### config.mk
export PLATFORM = sky130hd
export DESIGN_NAME = ula_sequencer
export DESIGN_NICKNAME = d
export VERILOG_FILES = /design/src/rtl/ula_sequencer.sv
export SDC_FILE = /design/constraint.sdc
export NUM_CORES = 1
export LEC_CHECK = 0
export CAP_MARGIN = 40
export CORE_UTILIZATION = 40
export CTS_CLUSTER_SIZE = 8
export DETAILED_ROUTE_END_ITERATION = 16
export PLACE_DENSITY = 0.72
export SLEW_MARGIN = 5
export SYNTH_ARGS = -nofsm -noshare
export SYNTH_HDL_FRONTEND = slang
export SYNTH_SLANG_ARGS = --single-unit
### constraint.sdc
create_clock -name clock -period 1.44 [get_ports clock]
set_input_delay 0.216 -clock clock [delete_from_list [all_inputs] [get_ports clock]]
set_output_delay 0.216 -clock clock [all_outputs]
set_load 0.01 [all_outputs]
### src/rtl/ula_sequencer.sv
// ula_sequencer
//
// Control FSM that sequences the 8-bit ULA of the switch-driven processor.
// Operand A, operand B and the opcode are captured from the shared switch
// bus on three successive load strobes, then a single-cycle start is issued
// to the ULA. The sequencer waits for the ULA done pulse, latches the result
// for display, and exposes its state encoding for LED debug.
//
// Ports:
//   clock         in   system clock, rising edge
//   reset_n       in   asynchronous active-low reset
//   data_in[7:0]  in   operand/opcode value from the switches
//   load          in   single-cycle load strobe (debounced, edge-detected)
//   abort         in   single-cycle abort strobe, returns to IDLE
//   ula_done      in   ULA result-ready pulse
//   ula_result    in   ULA result, valid while ula_done=1
//   reg_a[7:0]    out  operand A to ULA
//   reg_b[7:0]    out  operand B to ULA
//   opcode[7:0]   out  opcode to ULA
//   ula_start     out  one-cycle start pulse to ULA
//   result[7:0]   out  latched ULA result
//   result_valid  out  result holds a completed operation
//   busy          out  high while in START or WAIT
//   state[2:0]    out  current FSM encoding, for LEDR
//   error         out  timeout flag
//
// Configuration:
//   ULA_SEQ_TIMEOUT_EN  when defined, a watchdog counts WAIT cycles without
//                       ula_done and enters ERR once TIMEOUT_CYCLES is
//                       reached. When undefined, WAIT waits forever, ERR is
//                       unreachable, error is tied to 0 and TIMEOUT_CYCLES
//                       is unused.

module ula_sequencer #(
    parameter int unsigned TIMEOUT_CYCLES = 200
) (
    input  logic       clock,
    input  logic       reset_n,
    input  logic [7:0] data_in,
    input  logic       load,
    input  logic       abort,
    input  logic       ula_done,
    input  logic [7:0] ula_result,
    output logic [7:0] reg_a,
    output logic [7:0] reg_b,
    output logic [7:0] opcode,
    output logic       ula_start,
    output logic [7:0] result,
    output logic       result_valid,
    output logic       busy,
    output logic [2:0] state,
    output logic       error
);

    typedef enum logic [2:0] {
        ST_IDLE   = 3'd0,
        ST_GET_B  = 3'd1,
        ST_GET_OP = 3'd2,
        ST_START  = 3'd3,
        ST_WAIT   = 3'd4,
        ST_DONE   = 3'd5,
        ST_ERR    = 3'd6
    } state_e;

    state_e     state_q, state_d;
    logic [7:0] reg_a_q, reg_a_d;
    logic [7:0] reg_b_q, reg_b_d;
    logic [7:0] opcode_q, opcode_d;
    logic [7:0] result_q, result_d;
    logic       result_valid_q, result_valid_d;

`ifdef ULA_SEQ_TIMEOUT_EN
    // The counter holds the number of WAIT cycles already spent without
    // ula_done, so the cycle in which it equals TIMEOUT_CYCLES-1 is the
    // TIMEOUT_CYCLES-th WAIT cycle and is the last chance for done to win.
    localparam logic [7:0] LAST_COUNT = 8'(TIMEOUT_CYCLES - 1);

    logic [7:0] count_q, count_d;
`else
    logic [7:0] timeout_unused;
    assign timeout_unused = 8'(TIMEOUT_CYCLES);
`endif

    always_ff @(posedge clock or negedge reset_n) begin
        if (!reset_n) begin
            state_q        <= ST_IDLE;
            reg_a_q        <= 8'h00;
            reg_b_q        <= 8'h00;
            opcode_q       <= 8'h00;
            result_q       <= 8'h00;
            result_valid_q <= 1'b0;
`ifdef ULA_SEQ_TIMEOUT_EN
            count_q        <= 8'h00;
`endif
        end else begin
            state_q        <= state_d;
            reg_a_q        <= reg_a_d;
            reg_b_q        <= reg_b_d;
            opcode_q       <= opcode_d;
            result_q       <= result_d;
            result_valid_q <= result_valid_d;
`ifdef ULA_SEQ_TIMEOUT_EN
            count_q        <= count_d;
`endif
        end
    end

    // Abort overrides every state and every other input, including a load or
    // a ula_done in the same cycle; captured operands and result are kept.
    always_comb begin
        state_d        = state_q;
        reg_a_d        = reg_a_q;
        reg_b_d        = reg_b_q;
        opcode_d       = opcode_q;
        result_d       = result_q;
        result_valid_d = result_valid_q;
`ifdef ULA_SEQ_TIMEOUT_EN
        count_d        = count_q;
`endif

        if (abort) begin
            state_d        = ST_IDLE;
            result_valid_d = 1'b0;
        end else begin
            case (state_q)
                ST_IDLE: begin
                    if (load) begin
                        reg_a_d = data_in;
                        state_d = ST_GET_B;
                    end
                end
                ST_GET_B: begin
                    if (load) begin
                        reg_b_d = data_in;
                        state_d = ST_GET_OP;
                    end
                end
                ST_GET_OP: begin
                    if (load) begin
                        opcode_d = data_in;
                        state_d  = ST_START;
                    end
                end
                ST_START: begin
                    state_d = ST_WAIT;
`ifdef ULA_SEQ_TIMEOUT_EN
                    count_d = 8'h00;
`endif
                end
                ST_WAIT: begin
                    if (ula_done) begin
                        result_d       = ula_result;
                        result_valid_d = 1'b1;
                        state_d        = ST_DONE;
                    end
`ifdef ULA_SEQ_TIMEOUT_EN
                    else if (count_q == LAST_COUNT) begin
                        state_d = ST_ERR;
                    end else begin
                        count_d = count_q + 8'd1;
                    end
`endif
                end
                ST_DONE: begin
                    // A load here starts the next operation directly.
                    if (load) begin
                        reg_a_d        = data_in;
                        result_valid_d = 1'b0;
                        state_d        = ST_GET_B;
                    end
                end
                ST_ERR: begin
`ifdef ULA_SEQ_TIMEOUT_EN
                    if (load) begin
                        state_d = ST_IDLE;
                    end
`else
                    state_d = ST_IDLE;
`endif
                end
                default: begin
                    state_d = ST_IDLE;
                end
            endcase
        end
    end

    assign reg_a        = reg_a_q;
    assign reg_b        = reg_b_q;
    assign opcode       = opcode_q;
    assign result       = result_q;
    assign result_valid = result_valid_q;
    assign state        = state_q;
    assign ula_start    = (state_q == ST_START);
    assign busy         = (state_q == ST_START) || (state_q == ST_WAIT);

`ifdef ULA_SEQ_TIMEOUT_EN
    assign error = (state_q == ST_ERR);
`else
    assign error = 1'b0;
`endif

endmodule

==> results_dict.tcl <==
set metrics [dict create \
    endpoint_kind "register" \
    fmax_mhz 702 \
    htreeDepth 2 \
    syn_nets 121 \
    cp.arrival_ns 1.58 \
    clk_path_buf_depth 2 \
    ir_drop_mv 0.778 \
    hold_path.class "in -> async" \
    ant_nets 0 \
    n_antenna_cell 0 \
    fp-row-count 21 \
    netlist_instances 100 \
    ys_types 20 \
    finalNetCount 194 \
    grt_pass1_vias 1113 \
    initial_core_util_pct 43.7 \
    synth_ff_type "dfrtp_1" \
    fin_crit_ns 1.42 \
    grt_max_degree 37 \
    final.period_utilization_pct 98.9 \
    grt_pass1_wl_um 5220 \
    gp_congestion 0.837 \
    fp.dieArea_sq_mm 0.00404 \
    setup_slack_ns 0.0163 \
    finalHoldViolCount 0 \
    drt-initial-drc-count 22 \
    drc 0 \
    report.final.slew_viol_count 0 \
    leakage_nw 1.12 \
    first_pass_iters 3 \
    wl_per_cell_um 15.1 \
    cap_violations 0 \
    avgSynthCellArea_sq_um 15.2 \
    die_h_um 63.5 \
    rsz0062_at_grt "true" \
    die_width_um 63.5 \
    pre_cts_ws_ns -0.247 \
    p_per_area_mw_per_mm2 1330 \
    ys.warnings.count 0 \
    postCtsHoldBufs 0 \
    r2r_slack_ns 0.02 \
    coreArea_sq_mm 0.00347 \
    async_flop_share_pct 100 \
    root_buffer "clkbuf_8" \
    timing.rr.start "state[2]$_DFFE_PN0P_" \
    synth_top_cell_by_area "dfrtp_1" \
    final_util_pct 68.0 \
    cts_tree "done" \
    rr_worst_depth 4 \
    synth-seq-cells 36 \
    yosys-top-cells-count "36 x dfrtp_1, 32 x mux2_2, 4 x nand2b_1, 4 x o21ai_0" \
    numCtsBuffers 5 \
    vias 1056 \
    status "finished, final reports clean" \
    route.final.wire_length_um 3310 \
    clkLatencyLatePin_ns 0.27 \
    clkSinkCount 36 \
    startpoint_type "register" \
    critPathMaxFanout 8 \
    grt_usage_pct 17.2 \
    yosysMostFrequentCell "dfrtp_1" \
    syn_to_final_growth_pct 55.7 \
    clock_skew_ns 0.00134 \
    path_clk_slew_ns 0.06 \
    gr-total-overflow 0 \
    synth-seq-area-share_pct 59.5 \
    yosys.area.top_type_share_pct 59.5 \
    io_pins 60 \
    syn-cell-area_sq_mm 0.00152 \
    via_per_inst 4.82 \
    synth_edf_count 0 \
    critPathRequiredTime_ns 1.60 \
    final-setup-viol-count 0 \
    drive_above_1_share_pct 35.8 \
    portBuffers 58 \
    synthTopCellsByArea "dfrtp_1 59%, mux2_2 24%, nand2b_1 1.7%" \
    cp-startpoint "state[2]$_DFFE_PN0P_" \
    hpwlAfterDp_um 2510 \
    antenna_found_initial 0 \
    crit_type "reg -> reg" \
]
## power breakdown
| group | internal [mW] | total (mW) | switching [mW] |
|---|---|---|---|
| clock | 0.328 | 0.634 | 0.306 |
| sequential | 1.26 | 1.41 | 0.143 |
| combinational | 0.709 | 1.10 | 0.394 |
| total | 2.30 | 3.14 | 0.843 |
## registers in the layout, indices dropped and copies added, names as in the netlist
register and count:
result_valid 1, reg_a 8, state 3, reg_b 8, opcode 8, result 8
## critical path, cell delays in order, from the launching register on
cell	delay, ns
dfrtp_2	0.46
buf_6	0.15
xnor2_4	0.16
nand3_4	0.18
mux2_4	0.36
## stage by stage
step | total power, mW | area [sq um] | TNS, ns | std cells | hold slack, ns
2_1_floorplan | 1.82 | 1520 | 0 | 100 | -0.0796
3_3_place_gp | 2.48 | 2200 | -4.43 | 209 | 0.489
3_5_place_dp | 2.51 | 2200 | -5.90 | 209 | 0.495
4_1_cts | 3.17 | 2290 | -0.0802 | 216 | 0.324
5_1_grt | 3.32 | 2360 | -0.0931 | 219 | 0.334
6_report | 3.14 | 2360 | 0 | 219 | 0.321
## cell type report
cell class	count	area [sq um]
clock buffers	6	72.6
clock inverters	1	5.00
fillers	269	1110
inverters	2	7.51
multi-input cells	58	616
flip-flops and latches	36	902
well taps	46	57.6
repair buffers	70	699
## path summary, 6_finish.rpt
check / end
worst max-delay path: reg_a[5]$_DFFE_PN0P_
worst min-delay path: result_valid$_DFFE_PN0P_
worst max register to register: reg_a[5]$_DFFE_PN0P_
worst min register to register: reg_a[2]$_DFFE_PN0P_
max in group asynchronous: state[2]$_DFFE_PN0P_
min in group clock: reg_a[2]$_DFFE_PN0P_
## metal layers
metal	GRT usage, %	share of wire (%)	vias up
met5	0	0	-
met2	29.4	56	21
met3	5.07	3.3	0
li1	-	-	495
met4	5.40	0	0
met1	20.5	40	540
## cells by family after synthesis
family          after synthesis  share of synthesized area [%]
compound gates                8                           2.89
xor+xnor                      1                           1.07
mux                          32                           23.8
other cells                   1                          0.247
simple gates                 16                           9.99
buf+inv                       6                           2.56
flops                        36                           59.5
## cells in the final DEF, fill, tap and decap left out, types with 2 or more instances in the layout
cell type and instances:
mux2_2 29, nand3_4 2, clkdlybuf4s50_1 47, nor2_4 2, buf_2 2, buf_6 4
o21ai_0 3, buf_4 7, dlygate4sd2_1 3, inv_1 2, dlymetal6s2s_1 6, clkbuf_8 5
dfrtp_1 35, nand2b_1 4, mux2_4 3, a21oi_1 3, nand2_1 2
## what timing repair did
action                                 4_1_cts  5_1_grt
setup endpoints to repair                   21       31
endpoints found under the hold margin        0        0
setup buffers                                0        3
gates resized for setup                     14       16
pin swaps                                    1        3
(Power assumes the default switching activity.)
